## src/rtl/linear_layer_fifo_pkg.sv

```systemverilog
// Shared constants for the linear-layer FIFO controllers.
//   fifo_cnt_w()   : occupancy counter width for a given read-address width
//   FULL_N_RST     : if_full_n value out of reset (space available)
//   EMPTY_N_RST    : if_empty_n value out of reset (nothing stored)
package linear_layer_fifo_pkg;

    localparam logic FULL_N_RST  = 1'b1;
    localparam logic EMPTY_N_RST = 1'b0;

    // One extra bit so the counter can hold DEPTH == 2**addr_w.
    function automatic int fifo_cnt_w(input int addr_w);
        return addr_w + 1;
    endfunction

endpackage

```

## src/rtl/linear_layer_start_fifo_ctrl_srl.sv

```systemverilog
// start_fifo_srl: clocked shift-register store for the start FIFO.
//   clk  : clock
//   we   : shift din into slot 0, older entries move up one slot
//   addr : read slot (0 = newest)
//   din  : token to store
//   dout : combinational read of slot addr
// Contents are never reset; the controller's count decides what is valid.
module start_fifo_srl #(
    parameter int DATA_WIDTH = 1,
    parameter int ADDR_WIDTH = 1,
    parameter int DEPTH      = 2
) (
    input  logic                  clk,
    input  logic                  we,
    input  logic [ADDR_WIDTH-1:0] addr,
    input  logic [DATA_WIDTH-1:0] din,
    output logic [DATA_WIDTH-1:0] dout
);

    logic [DATA_WIDTH-1:0] mem [DEPTH];

    always_ff @(posedge clk) begin
        if (we) begin
            mem[0] <= din;
            for (int i = 1; i < DEPTH; i++)
                mem[i] <= mem[i-1];
        end
    end

    // Explicit mux keeps the index width independent of DEPTH.
    always_comb begin
        dout = '0;
        for (int i = 0; i < DEPTH; i++)
            if (addr == ADDR_WIDTH'(i))
                dout = mem[i];
    end

endmodule

```

## src/rtl/linear_layer_start_fifo_ctrl.sv

```systemverilog
// linear_layer_start_fifo_ctrl: first-word-fall-through FIFO built on a
// shift-register store. Holds count, flags and handshake logic.
//   clk, reset        : clock, synchronous active-high reset
//   if_write_ce/write : producer enable / request, if_din token in
//   if_full_n         : registered, 1 while space is available
//   if_read_ce/read   : consumer enable / request
//   if_dout           : oldest stored token (don't-care while empty)
//   if_empty_n        : registered, 1 while data is available
//   if_num_data_valid : registered count, only with START_FIFO_OCCUPANCY_EN
module linear_layer_start_fifo_ctrl
    import linear_layer_fifo_pkg::*;
#(
    parameter int DATA_WIDTH = 1,
    parameter int ADDR_WIDTH = 1,
    parameter int DEPTH      = 2
) (
    input  logic                  clk,
    input  logic                  reset,
    input  logic                  if_write_ce,
    input  logic                  if_write,
    input  logic [DATA_WIDTH-1:0] if_din,
    output logic                  if_full_n,
    input  logic                  if_read_ce,
    input  logic                  if_read,
    output logic [DATA_WIDTH-1:0] if_dout,
`ifdef START_FIFO_OCCUPANCY_EN
    output logic [ADDR_WIDTH:0]   if_num_data_valid,
`endif
    output logic                  if_empty_n
);

    localparam int                CW      = fifo_cnt_w(ADDR_WIDTH);
    localparam logic [CW-1:0]     DEPTH_C = CW'(DEPTH);

    logic [CW-1:0]         count, count_nxt;
    logic                  push, pop;
    logic [ADDR_WIDTH-1:0] rd_addr;

    // Handshakes use the registered flags, so a full FIFO refuses a write
    // even when a pop happens in the same cycle (and likewise when empty).
    assign push = if_write & if_write_ce & if_full_n;
    assign pop  = if_read  & if_read_ce  & if_empty_n;

    always_comb begin
        count_nxt = count;
        if (push && !pop)
            count_nxt = count + 1'b1;
        else if (pop && !push)
            count_nxt = count - 1'b1;
    end

    always_ff @(posedge clk) begin
        if (reset) begin
            count      <= '0;
            if_full_n  <= FULL_N_RST;
            if_empty_n <= EMPTY_N_RST;
        end else begin
            count      <= count_nxt;
            if_full_n  <= (count_nxt != DEPTH_C);
            if_empty_n <= (count_nxt != '0);
        end
    end

    // Newest token sits in slot 0, so the oldest is at count-1.
    logic [CW-1:0] count_m1;
    assign count_m1 = count - 1'b1;
    assign rd_addr  = (count == '0) ? '0 : count_m1[ADDR_WIDTH-1:0];

    start_fifo_srl #(
        .DATA_WIDTH (DATA_WIDTH),
        .ADDR_WIDTH (ADDR_WIDTH),
        .DEPTH      (DEPTH)
    ) u_srl (
        .clk  (clk),
        .we   (push),
        .addr (rd_addr),
        .din  (if_din),
        .dout (if_dout)
    );

`ifdef START_FIFO_OCCUPANCY_EN
    assign if_num_data_valid = count;
`endif

endmodule

```

## config.mk

```make
export PLATFORM = sky130hd
export DESIGN_NAME = linear_layer_start_fifo_ctrl
export DESIGN_NICKNAME = d
export VERILOG_FILES = /design/src/rtl/linear_layer_fifo_pkg.sv /design/src/rtl/linear_layer_start_fifo_ctrl_srl.sv /design/src/rtl/linear_layer_start_fifo_ctrl.sv
export SDC_FILE = /design/constraint.sdc
export NUM_CORES = 1
export LEC_CHECK = 0
export CORE_AREA = 2 2 39 41
export CTS_BUF_LIST = sky130_fd_sc_hd__clkbuf_8
export DETAILED_ROUTE_END_ITERATION = 10
export DIE_AREA = 0 0 41 43
export DONT_BUFFER_PORTS = 1
export GPL_TIMING_DRIVEN = 0
export HOLD_SLACK_MARGIN = 0.05
export PLACE_DENSITY_LB_ADDON = 0.12
export SLEW_MARGIN = 25
export SYNTH_ARGS = -nofsm -noshare
export SYNTH_HDL_FRONTEND = slang
export SYNTH_SLANG_ARGS = --single-unit
```

## constraint.sdc

```tcl
create_clock -name clk -period 2.2 [get_ports clk]
set_input_delay 0.22 -clock clk [delete_from_list [all_inputs] [get_ports clk]]
set_output_delay 0.22 -clock clk [all_outputs]
set_load 0.1 [all_outputs]
```

== Word-level counts from Yosys, hierarchy flattened ==
Memories as Yosys holds them, arrays and structs flattened.
Cells that the tools add are included.

* Flip-flop bits (word level): 4
* Bits in latches: 0
* Memory bits (writable): 2
* ROM bits: 0
* Bits of input ports: 7
* Output and inout port bits: 3
* Logic and storage cells: 23
* Memories: 1

{| class="wikitable"
|+ Memories
! name !! depth !! bits a word !! read ports !! clocked after Yosys merged registers in !! write ports !! line !! text
|-
| u_srl.mem || 2 || 1 || 2 || 0 || 2 || linear_layer_start_fifo_ctrl_srl.sv:20 || <nowiki>logic [DATA_WIDTH-1:0] mem [DEPTH];</nowiki>
|}

* Add/sub/neg operators: 2
* Multiply operators: 0
* Divide/modulo/power cells: 0
* Order comparisons: 0
* Equal/unequal tests: 1
* Shift operators: 0
* Multiplexer cells: 6
* Bitwise operators: 4
* Reductions and logical operators: 6

{| class="wikitable"
|+ Operator list
! kind !! number
|-
| 1-bit AND || 4
|-
| 1-bit 2-to-1 mux || 4
|-
| 2-bit 2-to-1 mux || 2
|-
| 2-bit by 1-bit adder with 2-bit output (second input constant) || 1
|-
| 1-bit logical AND || 2
|-
| 1-bit zero test || 2
|-
| 2-bit zero test || 1
|-
| 2-bit inequality test (second input constant) || 1
|-
| 2-bit nonzero test || 1
|-
| 2-bit by 1-bit subtractor with 2-bit output (second input constant) || 1
|}

== Longest topological paths before layout ==
* Depth after elaboration: 7
* Gate-level depth with buffers: 5
* Mapped depth without buffers: 5

== Modules after synthesis ==
From an unflattened synthesis, not the netlist that was laid out.

* Cells, all modules: 30
* Area, all modules: 354.1 um2

{| class="wikitable"
|+ By module, submodules not included
! module !! times used !! cells an instance !! area an instance (um2) !! sequential area each (um2)
|-
| linear_layer_start_fifo_ctrl || 1 || 27 || 279.0 || 80.1
|-
| start_fifo_srl || 1 || 3 || 75.1 || 60.1
|}

== Worst setup path before layout ==
No wires, ideal clock.

* Kind: register to register
* From: register if_full_n
* To: register if_full_n
* Setup time: 0.120 ns
* Arrival time: 1.936 ns
* Required time: 2.080 ns
* Setup slack: 0.144 ns
* Cell stages (with the launch flop): 6
* Buffers on the path: 0
* Clock period less this slack: 2.056 ns
* Cells stage by stage: dfxtp_1 nand3_2 inv_1 nand2b_4 mux2_2 a211o_1

* Word-level cells in the longest chain between the ends: 6
* Elaborated cells on any way between the ends: 7
* Classes of those cells: eq/ne (1); mux (2); bitwise (1); reduce/logical (3)

{| class="wikitable"
|+ RTL lines
! element !! line !! text
|-
| start, declared || linear_layer_start_fifo_ctrl.sv:22 || <nowiki>output logic if_full_n,</nowiki>
|-
| start signal, assigned || linear_layer_start_fifo_ctrl.sv:59 || <nowiki>if_full_n <= (count_nxt != DEPTH_C);</nowiki>
|-
| 1-bit AND * || linear_layer_start_fifo_ctrl.sv:41 || <nowiki>assign push = if_write & if_write_ce & if_full_n;</nowiki>
|-
| via push || linear_layer_start_fifo_ctrl.sv:36 || <nowiki>logic push, pop;</nowiki>
|-
| 1-bit zero test || linear_layer_start_fifo_ctrl.sv:48 || <nowiki>else if (pop && !push)</nowiki>
|-
| 1-bit logical AND || linear_layer_start_fifo_ctrl.sv:48 ||
|-
| 2-bit 2-to-1 mux || linear_layer_start_fifo_ctrl.sv:48 ||
|-
| 2-bit 2-to-1 mux * || linear_layer_start_fifo_ctrl.sv:46 || <nowiki>if (push && !pop)</nowiki>
|-
| 2-bit inequality test * || linear_layer_start_fifo_ctrl.sv:59 ||
|}

Mark *: on every way through the listed nets, which the timed path passes. The rest lies on a longest branch.
A chain may end at the register's enable or synchronous reset.

== Worst setup path after layout ==
* From: register if_empty_n
* To: register if_full_n

* Word-level cells in the longest chain between the ends: 5
* Elaborated cells on any way between the ends: 7
* Classes of those cells: eq/ne (1); mux (2); bitwise (1); reduce/logical (3)

{| class="wikitable"
|+ RTL lines
! element !! line !! text
|-
| start, declared || linear_layer_start_fifo_ctrl.sv:29 || <nowiki>output logic if_empty_n</nowiki>
|-
| start signal, assigned || linear_layer_start_fifo_ctrl.sv:60 || <nowiki>if_empty_n <= (count_nxt != '0);</nowiki>
|-
| 1-bit AND * || linear_layer_start_fifo_ctrl.sv:42 || <nowiki>assign pop = if_read & if_read_ce & if_empty_n;</nowiki>
|-
| 1-bit logical AND / 1-bit zero test (equally long branches) || linear_layer_start_fifo_ctrl.sv:48, linear_layer_start_fifo_ctrl.sv:46 ||
|-
| 2-bit 2-to-1 mux / 1-bit logical AND (equally long branches) || linear_layer_start_fifo_ctrl.sv:48, linear_layer_start_fifo_ctrl.sv:46 ||
|-
| 2-bit 2-to-1 mux * || linear_layer_start_fifo_ctrl.sv:46 ||
|-
| 2-bit inequality test * || linear_layer_start_fifo_ctrl.sv:59 ||
|}

Mark *: on every way between the ends. The rest lies on a longest branch, timed or not.

==> results.yml <==
route:
  drtPass1Iterations: 2
  ant_nets: 0
  drtIter0Drc: 3
  drt_wl_total_um: 575
  vias: 225
  post_drt_wl_per_cell_um: 11.98
  drcViolationCount: 0
  viasPerCell: 4.688
global_routing:
  grt_max_degree: 7
  track_usage_pct: 8.342
  grt_pass1_vias: 217
  grt_pass1_wl_um: 855
  antenna_found_initial: 0
  gr-total-overflow: 0
clock_network:
  cts.reportedPaths.clkPinSlew_ns: 0.04
  clk_latency_ns: 0.22
  cts_buffer_depth: 2
  cts_buffers: 3
  htreeDepth: 1
  clock-sinks: 6
  cts_root_buf: "clkbuf_8"
  cts_tree: "yes"
critical_path:
  crit_path_end_kind: "flop"
  critPathKind: "reg2reg"
  startpoint: "if_empty_n"
  ff2ff_path_depth: 4
  arrival_ns: 1.92
  r2r_setup_slack_ns: 0.38
  r2r_start: "if_empty_n"
  cp-endpoint: "if_full_n"
  startpoint_type: "flop"
  worst_ep_required_time_ns: 2.30
  worst_r2r_endpoint: "if_full_n"
  critPathMaxFanout: 5
timing:
  setup_ws_ns: 0.3795
  tns_ns: 0
  min_period_ns: 1.820
  period_share_pct: 82.75
  fmax_mhz: 549.3
  tightestPinTransition_ns: 0.5262
  relSlewSlack_pct: 64.92
  drv_slew: 0
  rsz0062_at_grt: "false"
  skew_ns: 0.006401
  finalHoldViolations: 0
  finalSetupViolCount: 0
power:
  p_sw_uw: 257.0
  leakage_nw: 0.1447
  power.density_mw_per_mm2: 1577
  p_int_uw: 336.9
  seq_power_share_pct: 43.1
  pwr-share-comb_pct: 28.7
  swShare_pct: 43.28
  pwr-share-clk_pct: 28.2
  ir_worst_vdd_v: 0.0005002
synth:
  ys_top_cells_by_area: "dfxtp_1, edfxtp_1, mux2_2, xnor2_1, a211oi_1"
  avgSynthCellArea_um2: 11.08
  yosys.area.top_type: "dfxtp_1"
  ys_types: 17
  synthCells: 27
  synth_area_um2: 299.0
  synth_top_area_share_pct: 26.78
  yosys_warnings: 0
  yosysSeqAreaShare_pct: 46.86
  syn-num-nets: 35
  ys_ff_latch: 6
floorplanning:
  ioPinCount: 10
  die_y_um: 43
  dieArea_mm2: 0.001763
  start_util_pct: 21.61
  core-area_mm2: 0.001384
  rows: 14
  die_w_um: 41
flow_run:
  cap_violations: 0
hold_path:
  hold_path_class: "in2reg"
finish:
  n_fill_cell: 154
  drive_above_1_share_pct: 28.13
  multi_input_area_um2: 151.4
  num_antenna_cells: 0
  final-seq-area_um2: 142.6
  areaGrowthSynthToFinish_pct: 25.94
  final_cell_mix: "inv_1, clkbuf_8"
  fin_nets: 41
place:
  port_buffers: 0
  hpwl_um: 414.7
  gp_congestion: 0.8323
  dpl_worst_slack_ns: 0.04306
status:
  status: "complete, no violations"
power groups by stage:
| stage | Sequential, mW | Clock [mW] | Combinational (mW) |
|---|---|---|---|
| 2_1_floorplan | 0.247 | 0 | 0.152 |
| 3_3_place_gp | 0.255 | 0 | 0.168 |
| 3_5_place_dp | 0.254 | 0 | 0.168 |
| 4_1_cts | 0.253 | 0.174 | 0.170 |
| 5_1_grt | 0.260 | 0.184 | 0.185 |
| 6_report | 0.256 | 0.167 | 0.171 |
per-layer routing:
layer  up-vias  share of wire [%]  track usage, %
li1        108                  -               -
met1       106                 40           5.806
met2         9                 47           11.25
met3         2                 11           10.47
met4         0                1.7           6.000
met5         -                  0               0
flip-flops by register name (all words and copies together), names as in the netlist:
signal      cells
if_empty_n      1
count           2
u_srl.mem       2
if_full_n       1
worst min-delay path by stage:
| stage | start | endpoint | slack [ns] | cells past startpoint |
|---|---|---|---|---|
| floorplan | reset | count[1] | 0.29 | 1 |
| global placement | reset | count[0] | 0.30 | 1 |
| detailed placement | reset | if_empty_n | 0.30 | 1 |
| CTS | reset | if_empty_n | 0.06 | 1 |
| global route | reset | count[0] | 0.06 | 1 |
| finish | reset | count[0] | 0.07 | 1 |
kinds of logic (layout without fill, tap and decap cells):
group                    after synthesis  in the layout  synth area share, %
buffers and inverters                  2              7                2.511
AND/OR/NAND/NOR                        8              8                16.74
AO/OA/AOI/OAI                          5              5                12.97
adder cells (fa/ha/maj)                1              1                4.183
XOR/XNOR                               2              2                5.859
multiplexers                           3              3                10.88
flip-flops                             6              6                46.86
final cells by class:
type | count | area share, %
Clock buffer | 3 | 10.96
Inverter | 2 | 1.993
Timing Repair Buffer | 1 | 2.658
Multi-Input combinational cell | 19 | 40.20
Tap cell | 16 | 5.316
Clock inverter | 1 | 0.9967
Sequential cell | 6 | 37.87
synthesized netlist by cell type, drive strengths merged:
cell type  count
nor2           2
nor3           1
dfxtp          4
nand2b         1
a311oi         1
edfxtp         2
xnor2          2
mux2           2
mux2i          1
a211o          1
inv            2
a31oi          1
a211oi         2
nand3          1
ha             1
and3           1
nand2          2
through the flow:
stage                     instance area (um2)  util (%)  total power [mW]  cells  hold WS (ns)
after floorplan                         299.0         -            0.3995     27        0.2921
after global placement                  319.1     23.06            0.4233     43        0.2957
after detailed placement                319.1     23.06            0.4220     43        0.2967
after CTS                               364.1     26.31            0.5974     47       0.05753
after global routing                    376.6     27.22            0.6297     48       0.06083
final                                   376.6     27.22            0.5939     48       0.06982
critical path, cell delays in order (launching register included):
cell     delay, ns
dfxtp_2       0.65
and3_1        0.33
nand2_1       0.15
mux2_2        0.29
a211o_1       0.28
timing repair:
| action | CTS | global route |
|---|---|---|
| hold endpoints to repair | 0 | 1 |
| gates resized for setup | 0 | 2 |
| hold buffers | 0 | 1 |
| setup buffers | 0 | 0 |
| setup endpoints to repair | 0 | 1 |
(Power assumes the default switching activity.)
